`config.mk`:
```
export PLATFORM = sky130hd
export DESIGN_NAME = dmem_lane_adapter_flat
export DESIGN_NICKNAME = d
export VERILOG_FILES = /design/src/rtl/dmem_lane_adapter_if.sv /design/src/rtl/dmem_lane_adapter.sv /design/src/flat_wrapper.sv
export SDC_FILE = /design/constraint.sdc
export NUM_CORES = 1
export LEC_CHECK = 0
export ABC_AREA = 1
export CAP_MARGIN = 20
export CORE_MARGIN = 3
export CORE_UTILIZATION = 44
export DETAILED_ROUTE_END_ITERATION = 8
export PLACE_DENSITY = 0.86
export SYNTH_ARGS = -nofsm -noshare
export SYNTH_HDL_FRONTEND = slang
export SYNTH_SLANG_ARGS = --single-unit
```
`constraint.sdc`:
```
create_clock -name i_clk -period 3.6 [get_ports i_clk]
set_input_delay 0.72 -clock i_clk [delete_from_list [all_inputs] [get_ports i_clk]]
set_output_delay 0.72 -clock i_clk [all_outputs]
set_load 0.02 [all_outputs]
```
`src/rtl/dmem_lane_adapter_if.sv`:
```
`timescale 1ns/1ps
// Wishbone request/response bundle used on both sides of dmem_lane_adapter.
// master drives the request fields; slave drives read data and the response.
interface dmem_lane_adapter_if;
    logic        cyc;
    logic        stb;
    logic        we;
    logic [31:0] addr;
    logic [3:0]  sel;
    logic [31:0] data_wr;
    logic [31:0] data_rd;
    logic        ack;
    logic        err;

    modport master (output cyc, stb, we, addr, sel, data_wr, input data_rd, ack, err);
    modport slave  (input cyc, stb, we, addr, sel, data_wr, output data_rd, ack, err);
endinterface

```
`src/rtl/dmem_lane_adapter.sv`:
```
`timescale 1ns/1ps
// Byte-lane steering between dmembus and the data-side Wishbone target.
// Optional DMEM_TIMEOUT_EN turns a target silent for TIMEOUT_CYCLES BUSY cycles into err.
module dmem_lane_adapter #(
    parameter int unsigned TIMEOUT_CYCLES = 255
) (
    input  logic                i_clk,
    input  logic                i_rst,
    dmem_lane_adapter_if.slave  up,
    dmem_lane_adapter_if.master dn
);
    typedef enum logic [1:0] {IDLE, BUSY, MERR} state_e;
    typedef enum logic [1:0] {SZ_BYTE, SZ_HALF, SZ_WORD} size_e;

    state_e      state, state_n;
    size_e       size, size_r;
    logic [1:0]  off, off_r;
    logic [31:0] addr_r, data_wr_r;
    logic [3:0]  sel_r;
    logic        we_r;
    logic        req, misalign, live, resp, timeout, accept, load;
    logic [31:0] rd_shifted, rd_mask;
`ifdef DMEM_TIMEOUT_EN
    logic [15:0] cnt;
`endif

    if (TIMEOUT_CYCLES == 0 || TIMEOUT_CYCLES > 65535) begin : g_bad_timeout
        $error("TIMEOUT_CYCLES must be in 1..65535");
    end

    always_comb begin
        req = up.cyc & up.stb;
        off = up.addr[1:0];
        case (up.sel)
            4'b0001: size = SZ_BYTE;
            4'b0011: size = SZ_HALF;
            default: size = SZ_WORD;
        endcase
        misalign = ((size == SZ_HALF) & off[0]) | ((size == SZ_WORD) & (off != 2'd0));
        // An upstream abort (cyc low) masks the target entirely, including a same-cycle ack.
        live     = (state == BUSY) & up.cyc;
        resp     = live & (dn.ack | dn.err);
`ifdef DMEM_TIMEOUT_EN
        timeout  = live & ~(dn.ack | dn.err) & (cnt == TIMEOUT_CYCLES[15:0]);
`else
        timeout  = 1'b0;
`endif
        accept   = req & ((state == IDLE) | resp);
        load     = accept & ~misalign;

        state_n = state;
        if (accept)
            state_n = misalign ? MERR : BUSY;
        else if (state == MERR || (state == BUSY && (!up.cyc || resp || timeout)))
            state_n = IDLE;
    end

    always_ff @(posedge i_clk or posedge i_rst) begin
        if (i_rst) begin
            state     <= IDLE;
            addr_r    <= '0;
            sel_r     <= '0;
            data_wr_r <= '0;
            we_r      <= 1'b0;
            off_r     <= '0;
            size_r    <= SZ_BYTE;
        end else begin
            state <= state_n;
            if (load) begin
                addr_r    <= {up.addr[31:2], 2'b00};
                sel_r     <= up.sel << off;
                data_wr_r <= up.data_wr << {off, 3'b000};
                we_r      <= up.we;
                off_r     <= off;
                size_r    <= size;
            end
        end
    end

`ifdef DMEM_TIMEOUT_EN
    always_ff @(posedge i_clk or posedge i_rst) begin
        if (i_rst)
            cnt <= '0;
        else if (state == BUSY && state_n == BUSY && !load)
            cnt <= cnt + 16'd1;
        else
            cnt <= '0;
    end
`endif

    always_comb begin
        case (size_r)
            SZ_BYTE: rd_mask = 32'h0000_00FF;
            SZ_HALF: rd_mask = 32'h0000_FFFF;
            default: rd_mask = '1;
        endcase
    end

    assign rd_shifted = dn.data_rd >> {off_r, 3'b000};

    assign dn.cyc     = live;
    assign dn.stb     = live;
    assign dn.we      = we_r;
    assign dn.addr    = addr_r;
    assign dn.sel     = sel_r;
    assign dn.data_wr = data_wr_r;

    // Simultaneous ack and err resolves to err.
    assign up.ack     = live & dn.ack & ~dn.err;
    assign up.err     = (state == MERR) | (live & dn.err) | timeout;
    assign up.data_rd = live ? (rd_shifted & rd_mask) : '0;
endmodule

```
`src/flat_wrapper.sv`:
```
// flat-port wrapper written by rule: the top's interface ports become plain ports
module dmem_lane_adapter_flat 
#(
    parameter int unsigned TIMEOUT_CYCLES = 255
)
  (i_clk, i_rst, up_cyc, up_stb, up_we, up_addr, up_sel, up_data_wr, up_data_rd, up_ack, up_err, dn_cyc, dn_stb, dn_we, dn_addr, dn_sel, dn_data_wr, dn_data_rd, dn_ack, dn_err);
  dmem_lane_adapter_if up_i ();
  dmem_lane_adapter_if dn_i ();
  input  logic i_clk;
  input  logic i_rst;
  input wire logic [$bits(up_i.cyc)-1:0] up_cyc;
  input wire logic [$bits(up_i.stb)-1:0] up_stb;
  input wire logic [$bits(up_i.we)-1:0] up_we;
  input wire logic [$bits(up_i.addr)-1:0] up_addr;
  input wire logic [$bits(up_i.sel)-1:0] up_sel;
  input wire logic [$bits(up_i.data_wr)-1:0] up_data_wr;
  output wire logic [$bits(up_i.data_rd)-1:0] up_data_rd;
  output wire logic [$bits(up_i.ack)-1:0] up_ack;
  output wire logic [$bits(up_i.err)-1:0] up_err;
  output wire logic [$bits(dn_i.cyc)-1:0] dn_cyc;
  output wire logic [$bits(dn_i.stb)-1:0] dn_stb;
  output wire logic [$bits(dn_i.we)-1:0] dn_we;
  output wire logic [$bits(dn_i.addr)-1:0] dn_addr;
  output wire logic [$bits(dn_i.sel)-1:0] dn_sel;
  output wire logic [$bits(dn_i.data_wr)-1:0] dn_data_wr;
  input wire logic [$bits(dn_i.data_rd)-1:0] dn_data_rd;
  input wire logic [$bits(dn_i.ack)-1:0] dn_ack;
  input wire logic [$bits(dn_i.err)-1:0] dn_err;
  assign up_i.cyc = up_cyc;
  assign up_i.stb = up_stb;
  assign up_i.we = up_we;
  assign up_i.addr = up_addr;
  assign up_i.sel = up_sel;
  assign up_i.data_wr = up_data_wr;
  assign up_data_rd = up_i.data_rd;
  assign up_ack = up_i.ack;
  assign up_err = up_i.err;
  assign dn_cyc = dn_i.cyc;
  assign dn_stb = dn_i.stb;
  assign dn_we = dn_i.we;
  assign dn_addr = dn_i.addr;
  assign dn_sel = dn_i.sel;
  assign dn_data_wr = dn_i.data_wr;
  assign dn_i.data_rd = dn_data_rd;
  assign dn_i.ack = dn_ack;
  assign dn_i.err = dn_err;
  dmem_lane_adapter #(.TIMEOUT_CYCLES(TIMEOUT_CYCLES)) u_core (.i_clk(i_clk), .i_rst(i_rst), .up(up_i), .dn(dn_i));
endmodule
```
Word level (Yosys, flattened, before mapping):

Index checks and enable logic that the tools add are counted.

* register bits after elaboration: 73

* equality and inequality tests: 7
* shifts and indexed selects: 3
* muxes and demuxes: 6
* bitwise logic cells: 17
* reductions and logical operators: 8

Operators with widths (number)
* 32-bit case mux with 2 select lines: 1
* 32-bit AND: 1
* 32-bit 2-to-1 mux: 1
* 32-bit by 5-bit left shift with 32-bit output: 1
* 32-bit by 5-bit >> shifter with 32-bit output: 1
* 1-bit AND: 10
* 2-bit by 1-bit == test with 1-bit output (second input constant): 3
* 2-bit 2-to-1 mux: 3
* 2-bit == test (second input constant): 2
* 4-bit by 1-bit == test with 1-bit output (second input constant): 1
* 4-bit by 2-bit == test with 1-bit output (second input constant): 1
* 2-bit zero test: 2
* 1-bit OR: 4
* 2-bit case mux with 2 select lines: 1
* 2-bit nonzero test: 2
* 4-bit by 2-bit left shift with 4-bit output: 1
* 1-bit logical OR: 2
* 1-bit NOT: 2
* 1-bit logical AND: 1
* 1-bit zero test: 1

Logic depth before layout (Yosys ltp):

Gate-level depths: netlist of the first run.

* depth in word-level cells: 8
* gate-level depth with buffers: 8
* gate-level depth less buffers: 7

Worst setup path before layout of the first run:

Ideal clock, no wire load.

* path kind: input-to-output
* start: input port up_cyc
* end: output port up_data_rd[22]
* arrival time: 1.708 ns
* required time: 2.880 ns
* slack: 1.172 ns
* cell stages on the path: 5
* path buffers: 1
* path through: nand3_1 > inv_1 > nand3_2 > buf_2 > a21oi_1

* cells in the longest elaborated chain, start to end: 2

Ends and longest elaborated chain
* from (decl): line flat_wrapper.sv:11 `input wire logic [$bits(up_i.cyc)-1:0] up_cyc;`
* 1-bit AND: line dmem_lane_adapter.sv:41 `live = (state == BUSY) & up.cyc;`
* via dn_cyc: line flat_wrapper.sv:20 `output wire logic [$bits(dn_i.cyc)-1:0] dn_cyc;`
* 32-bit 2-to-1 mux: line dmem_lane_adapter.sv:111 `assign up.data_rd = live ? (rd_shifted & rd_mask) : '0;`
* to (decl): line flat_wrapper.sv:17 `output wire logic [$bits(up_i.data_rd)-1:0] up_data_rd;`

The timed path passes the listed nets, and every way through them passes these cells.

Worst setup path in the final report of the first run:

* start: input port up_cyc
* end: output port up_data_rd[19]

* cells in the longest elaborated chain, start to end: 2

Ends and longest elaborated chain (line)
* 1-bit AND: dmem_lane_adapter.sv:41
* 32-bit 2-to-1 mux: dmem_lane_adapter.sv:111

No other way between the ends.

==> results.yml, run 1 <==
die:
  initial_core_util_pct: 45.91
  die_y_um: 104.9
  die_area_sq_um: 11000
  std_cell_rows: 35
  die_x_um: 104.9
  core_sq_um: 9371
  ioPinCount: 212
synthesis:
  synth_xor_xnor_area_share_pct: 0
  yosys-mux-area-fraction_pct: 0
  synth.distinct_cells: 19
  ys_ff_latch: 73
  postSynthCellCount: 666
  syn_avg_cell_area_sq_um: 6.461
  synth_top_area_share_pct: 42.45
  yosys_warnings: 0
  syn-cell-area_sq_um: 4303
  yosys.area_share.simple_pct: 46.93
  synth_compound_area_share_pct: 1.192
  synth_top_family_by_area: "simple AND/OR/NAND/NOR gates"
  synth_area_leader_cell: "dfrtp_1"
  synth_fa_ha_area_share_pct: 0
  synth_seq_area_share_pct: 42.45
  synth_area_leaders: "dfrtp_1 42%, nand2_1 29%, nand3_1 14%, inv_1 3.8%, nor2_1 3.5%"
timing:
  slew-limit-headroom_pct: 45.58
  fin_worst_skew_ps: 16.21
  report.final.hold_viol_count: 0
  finalMaxSlewViolations: 0
  rsz0062_at_grt: "false"
  setup_tns_ps: 0
  worstMarginPinSlew_ps: 813.3
  final-setup-viol-count: 0
  finalCritPeriodShare_pct: 95.35
  worst_slack_ps: 167.5
  finalCriticalPeriod_ps: 3433
  fmax_ghz: 0.2913
power_and_ir_drop:
  seqPwrFrac_pct: 45.2
  power.internal_w: 0.001353
  power_frac_clock_pct: 39.8
  vdd_drop_max_mv: 0.2025
  switching_power_w: 0.0004607
  p_sw_share_pct: 25.40
  p_per_area_nw_per_um2: 270.9
  power_w: 0.001813
  pwr-share-comb_pct: 15.0
  p_leak_nw: 3.491
global_routing:
  grt_pass1_vias: 5031
  grtUsageMet2_pct: 46.84
  grt_pass1_wl_mm: 24.65
  grt_max_degree: 62
  antenna_found_initial: 0
  use_met1_pct: 32.19
  gr-usage-met3_pct: 6.177
  grt_busiest_layer: "met2"
  grt-ovfl-total: 0
  grt_usage_pct: 27.33
routing:
  first_pass_iters: 6
  routed_via_density: 5.171
  drc: 0
  routed-via-count: 5130
  antenna_left: 0
  routed_wl_mm: 15.16
  wl_per_cell_um: 15.29
  drt-initial-drc-count: 375
cells_and_area:
  nets: 965
  final_common_cell: "nand2_1"
  syn_to_final_growth_pct: 55.60
  fillers: 790
  drive_gt1_share_pct: 4.287
  design_area_sq_um: 6695
  final_cell_mix: "327 x nand2_1, 209 x clkdlybuf4s50_1, 119 x nand3_1, 73 x dfrtp_1, 43 x inv_1"
  final_cells: 992
  diodes: 0
setup_path:
  cp-start-kind: "primary input"
  end_kind: "primary output"
  rrSetupSlack_ps: 1920
  worstReg2RegEnd: "u_core.dn.data_wr[6]"
  arrival_ps: 2710
  rr_startpoint: "u_core.state[1]"
  reg2reg_depth: 7
  required_ps: 2880
  path_class: "in2out"
  critical_path_peak_fanout: 16
cts:
  cts-root-buf: "clkbuf_8"
  clock_latency_ps: 360
  clk_pin_slew_worst_paths_ps: 80
  cts_resized: 0
  cts_made_buffers: 9
  clock-sinks: 73
  clockBufferDepth: 2
  post-cts-setup-buffers: 0
  hold_buffers: 0
  h-tree-depth: 3
  cts_tree: "yes"
placement:
  placed_area_sq_um: 6449
  place_inst: 975
  pre_cts_slack_ps: 192.1
  port_buffers: 209
  dp_hpwl_mm: 11.16
  finalWeightedCongestion: 1.006
worst_hold_path:
  min-delay-start: "u_core.dn.addr[6]"
  worstHoldPathType: "reg2reg"
  whs_path_depth: 2
  holdPathEnd: "u_core.dn.addr[6]"
run:
  drv_cap: 0
outcome:
  status: "finished, final reports clean"
state kept, by name, indices dropped and copies added, names as in the netlist:
signal             count
u_core.dn.data_wr     32
u_core.dn.addr        30
u_core.dn.sel          4
u_core.off_r           2
u_core.size_r          2
u_core.state           2
u_core.dn.we           1
cells by family (layout without fill, tap and decap cells):
logic type      Yosys count  after routing
other cells               1              2
buf+inv                  90            286
compound gates           10             10
simple gates            492            492
flops                    73             73
power by group through the flow:
stage	combinational, W	clock [W]	sequential [W]
global placement	0.000261	0	0.000836
CTS	0.000267	0.000730	0.000819
global route	0.000299	0.000775	0.000819
floorplan	0.000114	0	0.000836
detailed placement	0.000266	0	0.000836
finish	0.000273	0.000722	0.000819
worst max path at each step:
stage	end	startpoint
6_report	up_data_rd[19]	up_cyc
5_1_grt	up_data_rd[17]	up_cyc
4_1_cts	up_data_rd[19]	up_cyc
3_5_place_dp	up_data_rd[19]	up_cyc
3_3_place_gp	up_data_rd[17]	up_cyc
2_1_floorplan	u_core.dn.addr[10]	i_rst
synth_stat cells:
cell type / n
conb_1: 1
inv_1: 44
nand2_1: 328
clkinv_1: 1
nor2_1: 40
nand2_2: 1
buf_4: 10
nand3_2: 2
nor3_1: 1
a21oi_1: 8
o21ai_1: 1
nand3_1: 119
buf_1: 1
inv_2: 2
nor2_4: 1
dfrtp_1: 73
o22ai_1: 1
clkbuf_1: 11
buf_2: 21
through the flow:
| step | utilization (%) | hold WS (ps) |
|---|---|---|
| finish | 71.44 | 473.1 |
| global route | 71.44 | 500.6 |
| CTS | 71.15 | 476.2 |
| detailed placement | 68.81 | 457.6 |
| global placement | 68.81 | 455.3 |
| floorplan | - | 443.9 |
routing by layer:
| layer | vias up | part of all wire (%) |
|---|---|---|
| met2 | 286 | 49 |
| met1 | 2357 | 38 |
| met5 | - | 0 |
| li1 | 2439 | - |
| met3 | 48 | 8.7 |
| met4 | 0 | 4.0 |
worst max-delay path: stages:
cell and delay (ps):
clkdlybuf4s50_1 520, nand3_1 110, inv_1 130, nand3_2 310, a21oi_1 280, clkdlybuf4s50_1 640
area by class of cell:
cell class                 count  area (sq um)  area share, %
sequential                    73          1827          27.28
clock buffer                  10         127.6          1.906
inverter                      47         177.7          2.654
timing repair buffer         223          2230          33.30
tap                          129         161.4          2.411
clock inverter                 6         91.34          1.364
multi-input combinational    504          2081          31.08
Note: power is estimated with default switching activity, not from simulation.
==> inputs of run 2 (changes only) <==
- CAP_MARGIN: 20 -> 5
- SKIP_LAST_GASP: not set -> 1
==> run 2 against run 1 <==
Against the previous run:
- worst hold slack better by 0.58 ps
- sequential power hardly changed
- first-iteration DRC count decreased by 9.9%
- critical path type unchanged
- clock skew down 1.5 ps
- combinational power about the same
- wire length is 0.17% higher
- cell area is 0.41% lower
- cell count down 0.10%
- clock power is 1% higher
- clock-buffer cell count stayed put
==> results.yml, run 2 (same netlist as run 1, synthesis figures left out) <==
worst_hold_path:
  holdPathEnd: "u_core.dn.addr[6]"
  worstHoldPathType: "reg2reg"
  whs_path_depth: 2
  min-delay-start: "u_core.dn.addr[6]"
setup_path:
  setup.worst_path.start: "up_cyc"
  cp-start-kind: "primary input"
  reg2reg_depth: 7
  required_ps: 2880
  path_class: "in2out"
  rrSetupSlack_ps: 1930
  critical_path_peak_fanout: 16
  worstReg2RegEnd: "u_core.dn.data_wr[13]"
  rr_startpoint: "u_core.state[0]"
  end_kind: "primary output"
  arrival_ps: 2710
placement:
  place_inst: 975
  dp_hpwl_mm: 11.16
  port_buffers: 209
  finalWeightedCongestion: 1.006
outcome:
  status: "finished, final reports clean"
timing:
  slew-limit-headroom_pct: 27.06
  setup_tns_ps: 0
  fin_worst_skew_ps: 14.74
  worstMarginPinSlew_ps: 1094
  report.final.hold_viol_count: 0
  rsz0062_at_grt: "false"
  finalCritPeriodShare_pct: 95.35
  finalMaxSlewViolations: 0
  finalCriticalPeriod_ps: 3433
  holdWs_ps: 473.7
  final-setup-viol-count: 0
  fmax_ghz: 0.2913
cells_and_area:
  nets: 964
  syn_to_final_growth_pct: 54.96
  fillers: 794
  fin_util_pct: 71.15
  final_cell_mix: "327 x nand2_1, 209 x clkdlybuf4s50_1, 119 x nand3_1, 73 x dfrtp_1, 43 x inv_1"
  final_common_cell: "nand2_1"
  final_cells: 991
  diodes: 0
  drive_gt1_share_pct: 4.176
  largest_reg_flops: 32
routing:
  routed-via-count: 5159
  wl_per_cell_um: 15.33
  drc: 0
  top_layer_used: "met4"
  wl_met3_mm: 1.340
  first_pass_iters: 5
  route.met2.wl_mm: 7.373
  met1_length_mm: 5.828
  antenna_left: 0
  drt-initial-drc-count: 338
  routed_wl_mm: 15.19
  routed_via_density: 5.206
cts:
  clockBufferDepth: 2
  clock-sinks: 73
  clock_latency_ps: 360
  cts_tree: "yes"
  cts_made_buffers: 9
  cts_resized: 0
  h-tree-depth: 3
  post-cts-setup-buffers: 0
  hold_buffers: 0
  cts-root-buf: "clkbuf_8"
  clk_pin_slew_worst_paths_ps: 80
die:
  std_cell_rows: 35
  die_x_um: 104.9
  initial_core_util_pct: 45.91
  die_y_um: 104.9
  core_sq_um: 9371
  ioPinCount: 212
  die_area_sq_um: 11000
global_routing:
  grt-ovfl-total: 0
  antenna_found_initial: 0
  grt_pass1_wl_mm: 24.65
  grt_usage_pct: 27.33
  grt_pass1_vias: 5031
  grt_max_degree: 62
power_and_ir_drop:
  p_per_area_nw_per_um2: 272.6
  vdd_drop_max_mv: 0.2019
  p_leak_nw: 3.479
  power_w: 0.001817
run:
  drv_cap: 0
run 2: power breakdown:
part	leakage [nW]	switching [W]	internal (W)
registers	1.01	0	0.000819
logic	2.37	0.000132	0.000138
clock network	0.0991	0.000336	0.000393
run 2: worst max-delay path, cell delays in order:
cell             delay (ps)
clkdlybuf4s50_1         520
nand3_1                 110
inv_1                   120
nand3_2                 320
a21oi_1                 280
clkdlybuf4s50_1         640
run 2: how the worst max path moves through the flow:
stage	end	slack [ps]	cells past startpoint
2_1_floorplan	u_core.dn.addr[10]	1030	1
3_3_place_gp	up_data_rd[17]	290	6
3_5_place_dp	up_data_rd[19]	190	6
4_1_cts	up_data_rd[19]	190	6
5_1_grt	up_data_rd[17]	30	6
6_report	up_data_rd[19]	170	6
run 2: per-layer routing:
layer | vias up | track usage, %
met3 | 54 | 6.177
li1 | 2438 | -
met1 | 2378 | 32.19
met2 | 289 | 46.84
met4 | 0 | 13.40
met5 | - | 0
run 2: layout make-up:
cell class	count	area (sq um)	area share (%)
Timing Repair Buffer	222	2202	33.03
Inverter	47	177.7	2.665
Clock buffer	10	127.6	1.914
Sequential cell	73	1827	27.40
Clock inverter	6	91.34	1.370
Multi-Input combinational cell	504	2081	31.21
Tap cell	129	161.4	2.421
run 2: stage by stage:
stage	setup WS, ps	cell area, sq um
after floorplan	1027	4307
after global placement	291.0	6449
after detailed placement	192.1	6449
after CTS	192.7	6668
after global routing	32.72	6668
final	167.4	6668
==> inputs of run 3 (changes only) <==
- GPL_ROUTABILITY_DRIVEN: not set -> 0
- PLACE_DENSITY: 0.86 -> 0.95
==> run 3 against run 2 <==
Against the previous run:
- clock-buffer cell count rose by 1
- sequential share of layout area grew 0.19 points
- power is 7.4% lower
- via count fell by 2.6%
- register-to-register slack about the same
- die area stayed put
- sequential power hardly changed
- cell count decreased by 0.10%
- cell area shrank 0.69%
- flip-flop and latch count stayed put
- worst hold slack worse by 0.87 ps
- critical path type unchanged
- critical endpoint is now up_data_rd[23]
- largest cell class unchanged
- highest routed layer unchanged
==> results.yml, run 3 (same netlist as run 1, synthesis figures left out) <==
outcome:
  status: "finished, final reports clean"
timing:
  finalCritPeriodShare_pct: 94.68
  fmax_ghz: 0.2934
  fin_worst_skew_ps: 16.04
  finalMaxSlewViolations: 0
  setup_tns_ps: 0
  worstMarginPinSlew_ps: 849.5
  finalCriticalPeriod_ps: 3409
  rsz0062_at_grt: "false"
  slew-limit-headroom_pct: 43.16
  report.final.hold_viol_count: 0
  final-setup-viol-count: 0
cts:
  post-cts-setup-buffers: 0
  hold_buffers: 0
  cts_resized: 0
  h-tree-depth: 3
  cts-root-buf: "clkbuf_8"
  clk_pin_slew_worst_paths_ps: 70
  cts_tree: "yes"
  clock_latency_ps: 350
  clockBufferDepth: 2
  cts_made_buffers: 9
  clock-sinks: 73
setup_path:
  cp-start-kind: "primary input"
  path_class: "in2out"
  reg2reg_depth: 6
  end_kind: "primary output"
  critical_path_peak_fanout: 16
  required_ps: 2880
  arrival_ps: 2690
routing:
  routed_wl_mm: 14.54
  first_pass_iters: 5
  wl_per_cell_um: 14.69
  drt-initial-drc-count: 420
  routed-via-count: 5026
  routed_via_density: 5.077
  drc: 0
  antenna_left: 0
cells_and_area:
  drive_gt1_share_pct: 4.065
  ff_latch_area_sq_um: 1827
  syn_to_final_growth_pct: 53.88
  nets: 963
  fillers: 745
  final_common_cell: "nand2_1"
  multi_input_area_sq_um: 2081
  diodes: 0
  largest_reg_flops: 32
  final_cell_mix: "327 x nand2_1, 209 x clkdlybuf4s50_1, 119 x nand3_1, 73 x dfrtp_1, 43 x inv_1"
  final_cells: 990
  fin_util_pct: 70.65
power_and_ir_drop:
  power.internal_w: 0.001232
  p_leak_nw: 3.465
  seqPwrFrac_pct: 48.7
  vdd_drop_max_mv: 0.1800
  power_frac_clock_pct: 35.4
  p_sw_share_pct: 26.78
  pwr-share-comb_pct: 15.9
  p_per_area_nw_per_um2: 254.1
  switching_power_w: 0.0004506
die:
  die_area_sq_um: 11000
  die_y_um: 104.9
  core_sq_um: 9371
  initial_core_util_pct: 45.91
  ioPinCount: 212
  std_cell_rows: 35
  die_x_um: 104.9
global_routing:
  use_met1_pct: 32.41
  grt_pass1_wl_mm: 23.72
  grt_busiest_layer: "met2"
  grt_max_degree: 62
  grtUsageMet2_pct: 44.00
  gr-usage-met3_pct: 7.288
  antenna_found_initial: 0
  grt_pass1_vias: 4729
  grt-ovfl-total: 0
  grt_usage_pct: 26.62
run:
  drv_cap: 0
placement:
  dp_hpwl_mm: 10.85
  port_buffers: 209
  place_inst: 974
worst_hold_path:
  worstHoldPathType: "reg2reg"
  whs_path_depth: 2
-- run 3: per-stage QoR --
| step | worst slack [ps] | hold slack [ps] | power [W] | cell area, sq um |
|---|---|---|---|---|
| global route | 43.32 | 503.3 | 0.001757 | 6621 |
| floorplan | 1027 | 443.9 | 0.0009493 | 4307 |
| global placement | 308.0 | 452.5 | 0.001098 | 6441 |
| CTS | 210.2 | 475.5 | 0.001689 | 6621 |
| finish | 191.4 | 472.9 | 0.001683 | 6621 |
| detailed placement | 214.4 | 457.0 | 0.001101 | 6441 |
-- run 3: cell type report --
| type | instances | share of cell area, % |
|---|---|---|
| Tap cell | 129 | 2.438 |
| Sequential cell | 73 | 27.59 |
| Clock buffer | 11 | 2.135 |
| Clock inverter | 5 | 0.5858 |
| Multi-Input combinational cell | 504 | 31.42 |
| Inverter | 47 | 2.683 |
| Timing Repair Buffer | 221 | 33.14 |
-- run 3: metal layers --
| metal | part of all wire, % | up-vias |
|---|---|---|
| met5 | 0 | - |
| met4 | 3.8 | 0 |
| met3 | 9.1 | 48 |
| met2 | 49 | 291 |
| met1 | 39 | 2251 |
| li1 | - | 2436 |
-- run 3: critical path, cell delays in order --
cell and delay (ps):
clkdlybuf4s50_1 510, nand3_1 110, inv_1 130, nand3_2 310, a21oi_1 270, clkdlybuf4s50_1 630
-- run 3: path summary, 6_finish.rpt --
path                                     from  slack, ps                  to
max                                    up_cyc        190      up_data_rd[23]
min                        u_core.dn.addr[22]        470  u_core.dn.addr[22]
max reg2reg                   u_core.state[0]       1940     u_core.state[0]
min reg2reg                u_core.dn.addr[22]        470  u_core.dn.addr[22]
max in group asynchronous               i_rst       2060     u_core.off_r[0]
min in group asynchronous               i_rst        790  u_core.dn.addr[25]
-- run 3: power by group through the flow --
stage | clock [W] | sequential [W] | combinational, W
floorplan | 0 | 0.000836 | 0.000114
global placement | 0 | 0.000836 | 0.000262
detailed placement | 0 | 0.000836 | 0.000265
CTS | 0.000604 | 0.000819 | 0.000266
global route | 0.000642 | 0.000819 | 0.000296
finish | 0.000596 | 0.000819 | 0.000267
